`config.mk`:
```
export PLATFORM = sky130hd
export DESIGN_NAME = cgra_obi_port_bridge
export DESIGN_NICKNAME = d
export VERILOG_FILES = /design/src/rtl/cgra_pkg.sv /design/src/rtl/cgra_obi_port_slot.sv /design/src/rtl/cgra_obi_port_bridge.sv
export SDC_FILE = /design/constraint.sdc
export NUM_CORES = 1
export LEC_CHECK = 0
export ABC_AREA = 1
export BUFFER_PORTS_ARGS = -buffer_cell sky130_fd_sc_hd__buf_2
export CAP_MARGIN = 30
export CORE_AREA = 4 4 329 331
export CTS_BUF_LIST = sky130_fd_sc_hd__clkbuf_16
export CTS_CLUSTER_DIAMETER = 60
export DETAILED_ROUTE_END_ITERATION = 12
export DIE_AREA = 0 0 333 335
export GPL_ROUTABILITY_DRIVEN = 1
export PLACE_DENSITY = 0.3
export SLEW_MARGIN = 20
export SYNTH_ARGS = -nofsm -noshare
export SYNTH_HDL_FRONTEND = slang
export SYNTH_SLANG_ARGS = --single-unit
```
`constraint.sdc`:
```
create_clock -name clk_i -period 5.1 [get_ports clk_i]
set_input_delay 0.765 -clock clk_i [delete_from_list [all_inputs] [get_ports clk_i]]
set_output_delay 0.765 -clock clk_i [all_outputs]
set_load 0.01 [all_outputs]
```
`src/rtl/cgra_pkg.sv`:
```
// Shared CGRA bridge defaults: credit/idle limits, default slot layout and width helper.
package cgra_pkg;

  localparam int unsigned BRIDGE_MAX_OUTSTANDING = 2;
  localparam int unsigned BRIDGE_IDLE_HOLD       = 4;
  localparam int unsigned BRIDGE_ADDR_WIDTH      = 32;
  localparam int unsigned BRIDGE_DATA_WIDTH      = 32;

  // Default-width view of one port's request slot.
  typedef struct packed {
    logic [BRIDGE_ADDR_WIDTH-1:0]   addr;
    logic                           we;
    logic [BRIDGE_DATA_WIDTH/8-1:0] be;
    logic [BRIDGE_DATA_WIDTH-1:0]   wdata;
  } bridge_slot_t;

  // Counter width able to hold the values 0..max_val inclusive.
  function automatic int unsigned bridge_cnt_width(input int unsigned max_val);
    return $clog2(max_val + 1);
  endfunction

endpackage

```
`src/rtl/cgra_obi_port_slot.sv`:
```
// One bridge port: registered request slot, outstanding-credit counter, sticky spurious-rvalid flag.
// Optional stall counter under CGRA_BRIDGE_PERF_EN.
module cgra_obi_port_slot
  import cgra_pkg::*;
#(
  parameter int unsigned ADDR_WIDTH      = BRIDGE_ADDR_WIDTH,
  parameter int unsigned DATA_WIDTH      = BRIDGE_DATA_WIDTH,
  parameter int unsigned MAX_OUTSTANDING = BRIDGE_MAX_OUTSTANDING
) (
  input  logic                    clk_i,
  input  logic                    rst_i,
  input  logic                    flush_i,
  input  logic                    tcdm_req_i,
  input  logic [ADDR_WIDTH-1:0]   tcdm_add_i,
  input  logic                    tcdm_wen_i,
  input  logic [DATA_WIDTH/8-1:0] tcdm_be_i,
  input  logic [DATA_WIDTH-1:0]   tcdm_wdata_i,
  output logic                    tcdm_gnt_o,
  output logic                    obi_req_o,
  output logic [ADDR_WIDTH-1:0]   obi_addr_o,
  output logic                    obi_we_o,
  output logic [DATA_WIDTH/8-1:0] obi_be_o,
  output logic [DATA_WIDTH-1:0]   obi_wdata_o,
  input  logic                    obi_gnt_i,
  input  logic                    obi_rvalid_i,
  output logic                    drained_o,
  output logic                    err_o
`ifdef CGRA_BRIDGE_PERF_EN
  ,
  input  logic                    perf_clr_i,
  output logic [31:0]             perf_stall_o
`endif
);

  localparam int unsigned CntWidth = bridge_cnt_width(MAX_OUTSTANDING);
  localparam logic [CntWidth-1:0] CntMax = CntWidth'(MAX_OUTSTANDING);

  typedef struct packed {
    logic [ADDR_WIDTH-1:0]   addr;
    logic                    we;
    logic [DATA_WIDTH/8-1:0] be;
    logic [DATA_WIDTH-1:0]   wdata;
  } slot_t;

  slot_t               slot_q;
  logic                slot_valid_q;
  logic [CntWidth-1:0] cnt_q;
  logic                err_q;
  logic                accept;
  logic                retire;

  // A full slot may only be refilled in the cycle it is handed to the bus.
  assign accept = tcdm_req_i && !flush_i && (cnt_q < CntMax) && (!slot_valid_q || obi_gnt_i);
  assign retire = obi_rvalid_i && (cnt_q != '0);

  always_ff @(posedge clk_i) begin
    if (rst_i) begin
      slot_q       <= '0;
      slot_valid_q <= 1'b0;
      cnt_q        <= '0;
      err_q        <= 1'b0;
    end else begin
      if (accept) begin
        slot_valid_q <= 1'b1;
        slot_q       <= '{addr: tcdm_add_i, we: ~tcdm_wen_i, be: tcdm_be_i, wdata: tcdm_wdata_i};
      end else if (obi_gnt_i) begin
        slot_valid_q <= 1'b0;
      end
      if (accept && !retire) begin
        cnt_q <= cnt_q + CntWidth'(1);
      end else if (!accept && retire) begin
        cnt_q <= cnt_q - CntWidth'(1);
      end
      if (obi_rvalid_i && (cnt_q == '0)) begin
        err_q <= 1'b1;
      end
    end
  end

  assign tcdm_gnt_o  = accept;
  assign obi_req_o   = slot_valid_q;
  assign obi_addr_o  = slot_q.addr;
  assign obi_we_o    = slot_q.we;
  assign obi_be_o    = slot_q.be;
  assign obi_wdata_o = slot_q.wdata;
  assign drained_o   = (cnt_q == '0);
  assign err_o       = err_q;

`ifdef CGRA_BRIDGE_PERF_EN
  logic [31:0] perf_q;

  always_ff @(posedge clk_i) begin
    if (rst_i || perf_clr_i) begin
      perf_q <= '0;
    end else if (tcdm_req_i && !accept && (perf_q != '1)) begin
      perf_q <= perf_q + 32'd1;
    end
  end

  assign perf_stall_o = perf_q;
`endif

endmodule

```
`src/rtl/cgra_obi_port_bridge.sv`:
```
// CGRA column TCDM ports to SoC OBI bridge with drain tracking for the array clock-gate enable.
// Optional per-port stall counters under CGRA_BRIDGE_PERF_EN.
module cgra_obi_port_bridge
  import cgra_pkg::*;
#(
  parameter int unsigned N_PORTS         = 4,
  parameter int unsigned ADDR_WIDTH      = BRIDGE_ADDR_WIDTH,
  parameter int unsigned DATA_WIDTH      = BRIDGE_DATA_WIDTH,
  parameter int unsigned MAX_OUTSTANDING = BRIDGE_MAX_OUTSTANDING,
  parameter int unsigned IDLE_HOLD       = BRIDGE_IDLE_HOLD
) (
  input  logic                              clk_i,
  input  logic                              rst_i,
  input  logic                              enable_i,
  input  logic                              flush_i,
  input  logic [N_PORTS-1:0]                tcdm_req_i,
  input  logic [N_PORTS*ADDR_WIDTH-1:0]     tcdm_add_i,
  input  logic [N_PORTS-1:0]                tcdm_wen_i,
  input  logic [N_PORTS*DATA_WIDTH/8-1:0]   tcdm_be_i,
  input  logic [N_PORTS*DATA_WIDTH-1:0]     tcdm_wdata_i,
  output logic [N_PORTS-1:0]                tcdm_gnt_o,
  output logic [N_PORTS*DATA_WIDTH-1:0]     tcdm_rdata_o,
  output logic [N_PORTS-1:0]                tcdm_r_valid_o,
  output logic [N_PORTS-1:0]                obi_req_o,
  output logic [N_PORTS*ADDR_WIDTH-1:0]     obi_addr_o,
  output logic [N_PORTS-1:0]                obi_we_o,
  output logic [N_PORTS*DATA_WIDTH/8-1:0]   obi_be_o,
  output logic [N_PORTS*DATA_WIDTH-1:0]     obi_wdata_o,
  input  logic [N_PORTS-1:0]                obi_gnt_i,
  input  logic [N_PORTS*DATA_WIDTH-1:0]     obi_rdata_i,
  input  logic [N_PORTS-1:0]                obi_rvalid_i,
  output logic                              clk_en_o,
  output logic                              idle_o,
  output logic [N_PORTS-1:0]                err_o
`ifdef CGRA_BRIDGE_PERF_EN
  ,
  input  logic                              perf_clr_i,
  output logic [N_PORTS*32-1:0]             perf_stall_o
`endif
);

  localparam int unsigned BeWidth   = DATA_WIDTH / 8;
  localparam int unsigned IdleWidth = bridge_cnt_width(IDLE_HOLD);
  localparam logic [IdleWidth-1:0] IdleMax = IdleWidth'(IDLE_HOLD);

  logic [N_PORTS-1:0]   drained;
  logic [IdleWidth-1:0] idle_cnt_q;
  logic                 clk_en_q;

  for (genvar p = 0; p < N_PORTS; p++) begin : g_port
    cgra_obi_port_slot #(
      .ADDR_WIDTH      (ADDR_WIDTH),
      .DATA_WIDTH      (DATA_WIDTH),
      .MAX_OUTSTANDING (MAX_OUTSTANDING)
    ) u_slot (
      .clk_i        (clk_i),
      .rst_i        (rst_i),
      .flush_i      (flush_i),
      .tcdm_req_i   (tcdm_req_i[p]),
      .tcdm_add_i   (tcdm_add_i[p*ADDR_WIDTH +: ADDR_WIDTH]),
      .tcdm_wen_i   (tcdm_wen_i[p]),
      .tcdm_be_i    (tcdm_be_i[p*BeWidth +: BeWidth]),
      .tcdm_wdata_i (tcdm_wdata_i[p*DATA_WIDTH +: DATA_WIDTH]),
      .tcdm_gnt_o   (tcdm_gnt_o[p]),
      .obi_req_o    (obi_req_o[p]),
      .obi_addr_o   (obi_addr_o[p*ADDR_WIDTH +: ADDR_WIDTH]),
      .obi_we_o     (obi_we_o[p]),
      .obi_be_o     (obi_be_o[p*BeWidth +: BeWidth]),
      .obi_wdata_o  (obi_wdata_o[p*DATA_WIDTH +: DATA_WIDTH]),
      .obi_gnt_i    (obi_gnt_i[p]),
      .obi_rvalid_i (obi_rvalid_i[p]),
      .drained_o    (drained[p]),
      .err_o        (err_o[p])
`ifdef CGRA_BRIDGE_PERF_EN
      ,
      .perf_clr_i   (perf_clr_i),
      .perf_stall_o (perf_stall_o[p*32 +: 32])
`endif
    );
  end

  // Responses are in order per port, so the return path is a plain pass-through.
  assign tcdm_rdata_o   = obi_rdata_i;
  assign tcdm_r_valid_o = obi_rvalid_i;

  assign idle_o = (&drained) && !(|tcdm_req_i);

  // The enable only drops once the drained state has held for IDLE_HOLD cycles.
  always_ff @(posedge clk_i) begin
    if (rst_i) begin
      idle_cnt_q <= '0;
      clk_en_q   <= 1'b0;
    end else if (enable_i || !idle_o) begin
      idle_cnt_q <= '0;
      clk_en_q   <= 1'b1;
    end else if (idle_cnt_q != IdleMax) begin
      idle_cnt_q <= idle_cnt_q + IdleWidth'(1);
    end else begin
      clk_en_q <= 1'b0;
    end
  end

  assign clk_en_o = clk_en_q;

endmodule

```
==> flow_summary.yaml <==
global_route:
  grt_pass1_vias: 11200
  track_usage: 0.0882
  use_met1: 0.0936
  grt_max_degree: 82
  grt_first_pass_wirelength_um: 74600
  antenna_found_initial: 10
  busiest_layer: "met2"
  use_met3: 0.0366
  met2_usage: 0.153
  grt-ovfl-total: 0
drt:
  vias_per_cell: 3.26
  vias: 10900
  drc_errors: 0
  firstDrtPassIters: 6
  drt_iter0_markers: 316
  ant_nets: 0
  wl_per_cell_um: 15.6
  wirelength_um: 52000
cts:
  clock-sinks: 296
  clk_pin_slew_ps: 60
  cts_tree: "yes"
  h-tree-depth: 2
  ctsResizeCount: 0
  clock_path_buffers: 3
  cts_root_buffer: "clkbuf_16"
  cts_buffers: 51
  postCtsSetupBuffers: 0
  hold_buffers: 0
  clk_latency_ps: 610
logic_synthesis:
  synth.ff_latch_count: 296
  yosys_warnings: 0
  synth_cell_types: 22
  synth_cells: 1480
  synth-edff-count: 0
  synth-seq-area-share: 0.515
  syn_area_um2: 11500
  synth_nets: 1906
  synthArstFlopShare: 0
  syn-mean-instance-area_um2: 7.77
  ys.flop_type: "dfxtp_1"
worst_hold_path:
  min_from: "tcdm_add_i[7]"
  hold_class: "in -> reg"
  worstHoldPathCells: 3
  min_delay_worst_endpoint: "g_port[0].u_slot.obi_addr_o[7]"
pwr:
  p_leak_nw: 7.28
  power.internal_mw: 5.01
  peakVddDrop_v: 0.000203
  sw_frac_of_total: 0.302
  p_sw_mw: 2.17
  clock_power_share: 0.474
  seq_power_share: 0.369
  combinationalPowerShare: 0.156
  p_per_area_nw_per_um2: 435
placement:
  dp_hpwl_um: 37700
  io_buffers: 585
  dp_worst_setup_slack_ps: 1560
  gp_congestion: 0.727
sta:
  worstMarginPinSlew_ps: 866
  slew_headroom: 0.423
  grt_setup_unrepaired: "false"
  setup_viol: 0
  hold_violations: 0
  final.min_clock_period_ps: 3420
  fin_setup_tns_ps: 0
  holdWs_ps: 402
  max_clock_freq_ghz: 0.292
  fin_skew_ps: 18.1
  finalCritPeriodShare: 0.671
  setup_ws_ps: 1680
  slew_viol_final: 0
floorplanning:
  die_h_um: 335
  num_rows: 119
  core_area_um2: 105000
  fp.dieW_um: 333
  io_pins: 842
  die-area_um2: 112000
  start_util: 0.109
job:
  cap_viol_max_count: 0
worst_setup_path:
  reg2reg_setup_slack_ps: 2390
  crit_required_ps: 4340
  worst_setup_path_end_kind: "output pin"
  cp_max_fo: 25
  ff2ff_path_depth: 6
  path_class: "in -> out"
  timing.rr.end: "g_port[2].u_slot.obi_wdata_o[5]"
  crit_path_start_kind: "primary input"
  timing.rr.start: "g_port[2].u_slot.cnt_q[1]"
  cp.arrival_ps: 2660
run_status:
  status: "complete, no violations"
final_layout:
  synthToLayoutAreaGrowth_pct: 43.6
  drive_above_1_share: 0.357
  layout.nets: 2323
  nFillCells: 12200
==> stage by stage <==
stage	util	power [mW]	instance area [µm²]	cells
global placement	0.141	3.88	14800	3232
CTS	0.157	7.40	16500	3329
detailed placement	0.141	3.86	14800	3233
floorplan	-	3.41	11500	1480
global route	0.157	7.61	16500	3333
finish	0.157	7.18	16500	3336
==> layer usage <==
layer / part of all wire / routed length (µm)
met1: 0.38 / 19900
met2: 0.48 / 25200
met3: 0.093 / 4820
met4: 0.040 / 2060
met5: 0.00056 / 29
==> worst max-delay path, stage by stage <==
cell,delay [ps]
buf_2,160
nor2_1,300
nand3_2,510
inv_2,640
buf_2,240
==> flip-flops by register name, summed over array words and instances, names as in the netlist <==
name and flops:
g_port.u_slot.obi_addr_o 128, g_port.u_slot.obi_be_o 16, clk_en_o 1, g_port.u_slot.obi_req_o 4, g_port.u_slot.obi_wdata_o 128, g_port.u_slot.obi_we_o 4, g_port.u_slot.err_o 4, g_port.u_slot.cnt_q 8
idle_cnt_q 3
==> placed cells by master (no fill, tap or decap), drive strengths merged <==
| cell | n |
|---|---|
| buf | 599 |
| nand2 | 433 |
| dfxtp | 296 |
| a21oi | 224 |
| nor2 | 155 |
| o21ai | 82 |
| clkbuf | 53 |
| inv | 43 |
| clkinv | 24 |
| ha | 6 |
| clkinvlp | 6 |
| diode | 5 |
| nand3 | 5 |
| bufinv | 4 |
| or2 | 3 |
| nand3b | 3 |
| nand4 | 2 |
| nor4 | 1 |
| xor2 | 1 |
==> cell families (layout without fill, tap and decap cells) <==
kind of cell,count (synthesis),in the layout,share of synthesized area
AOI/OAI and AO/OA,306,306,0.133
xor gates and xnor gates,1,1,0.000762
adders and majority gates,6,6,0.00653
buffers and inverters,269,729,0.143
DFF,296,296,0.515
other,0,5,0
and+or+nand+nor,602,602,0.201
==> cells in the mapped netlist (all sizes together), types with 3 or more instances <==
cell / n / area share
ha: 6 / 0.0065
o21ai: 82 / 0.036
clkbuf: 46 / 0.015
buf: 190 / 0.12
nor2: 155 / 0.051
nand3b: 3 / 0.0020
nand3: 5 / 0.0039
or2: 3 / 0.0016
a21oi: 224 / 0.097
nand2: 433 / 0.14
inv: 33 / 0.011
dfxtp: 296 / 0.52
==> worst max path at each step <==
stage	startpoint	end	slack (ps)
after global placement	flush_i	tcdm_gnt_o[2]	1560
final	flush_i	tcdm_gnt_o[2]	1680
after global routing	g_port[2].u_slot.cnt_q[1]	tcdm_gnt_o[2]	1380
after CTS	g_port[2].u_slot.cnt_q[1]	tcdm_gnt_o[2]	1500
after detailed placement	flush_i	tcdm_gnt_o[2]	1560
after floorplan	tcdm_req_i[3]	tcdm_gnt_o[3]	2880
==> power groups by stage <==
stage	clock (mW)	combinational, mW	sequential [mW]
finish	3.40	1.12	2.65
global route	3.66	1.27	2.68
CTS	3.58	1.16	2.65
detailed placement	0	1.16	2.70
global placement	0	1.17	2.70
floorplan	0	0.639	2.77
==> final cells by class <==
cell class / instances / area, µm² / area share
flip-flops and latches: 296 / 5930 / 0.359
repair buffers: 600 / 3090 / 0.187
inverters: 33 / 125 / 0.00758
multi-input cells: 915 / 3940 / 0.239
clock buffers: 52 / 1300 / 0.0788
clock inverters: 44 / 373 / 0.0226
well taps: 1391 / 1740 / 0.105
diodes: 5 / 12.5 / 0.000758
Power figures use the tool's default switching activity.
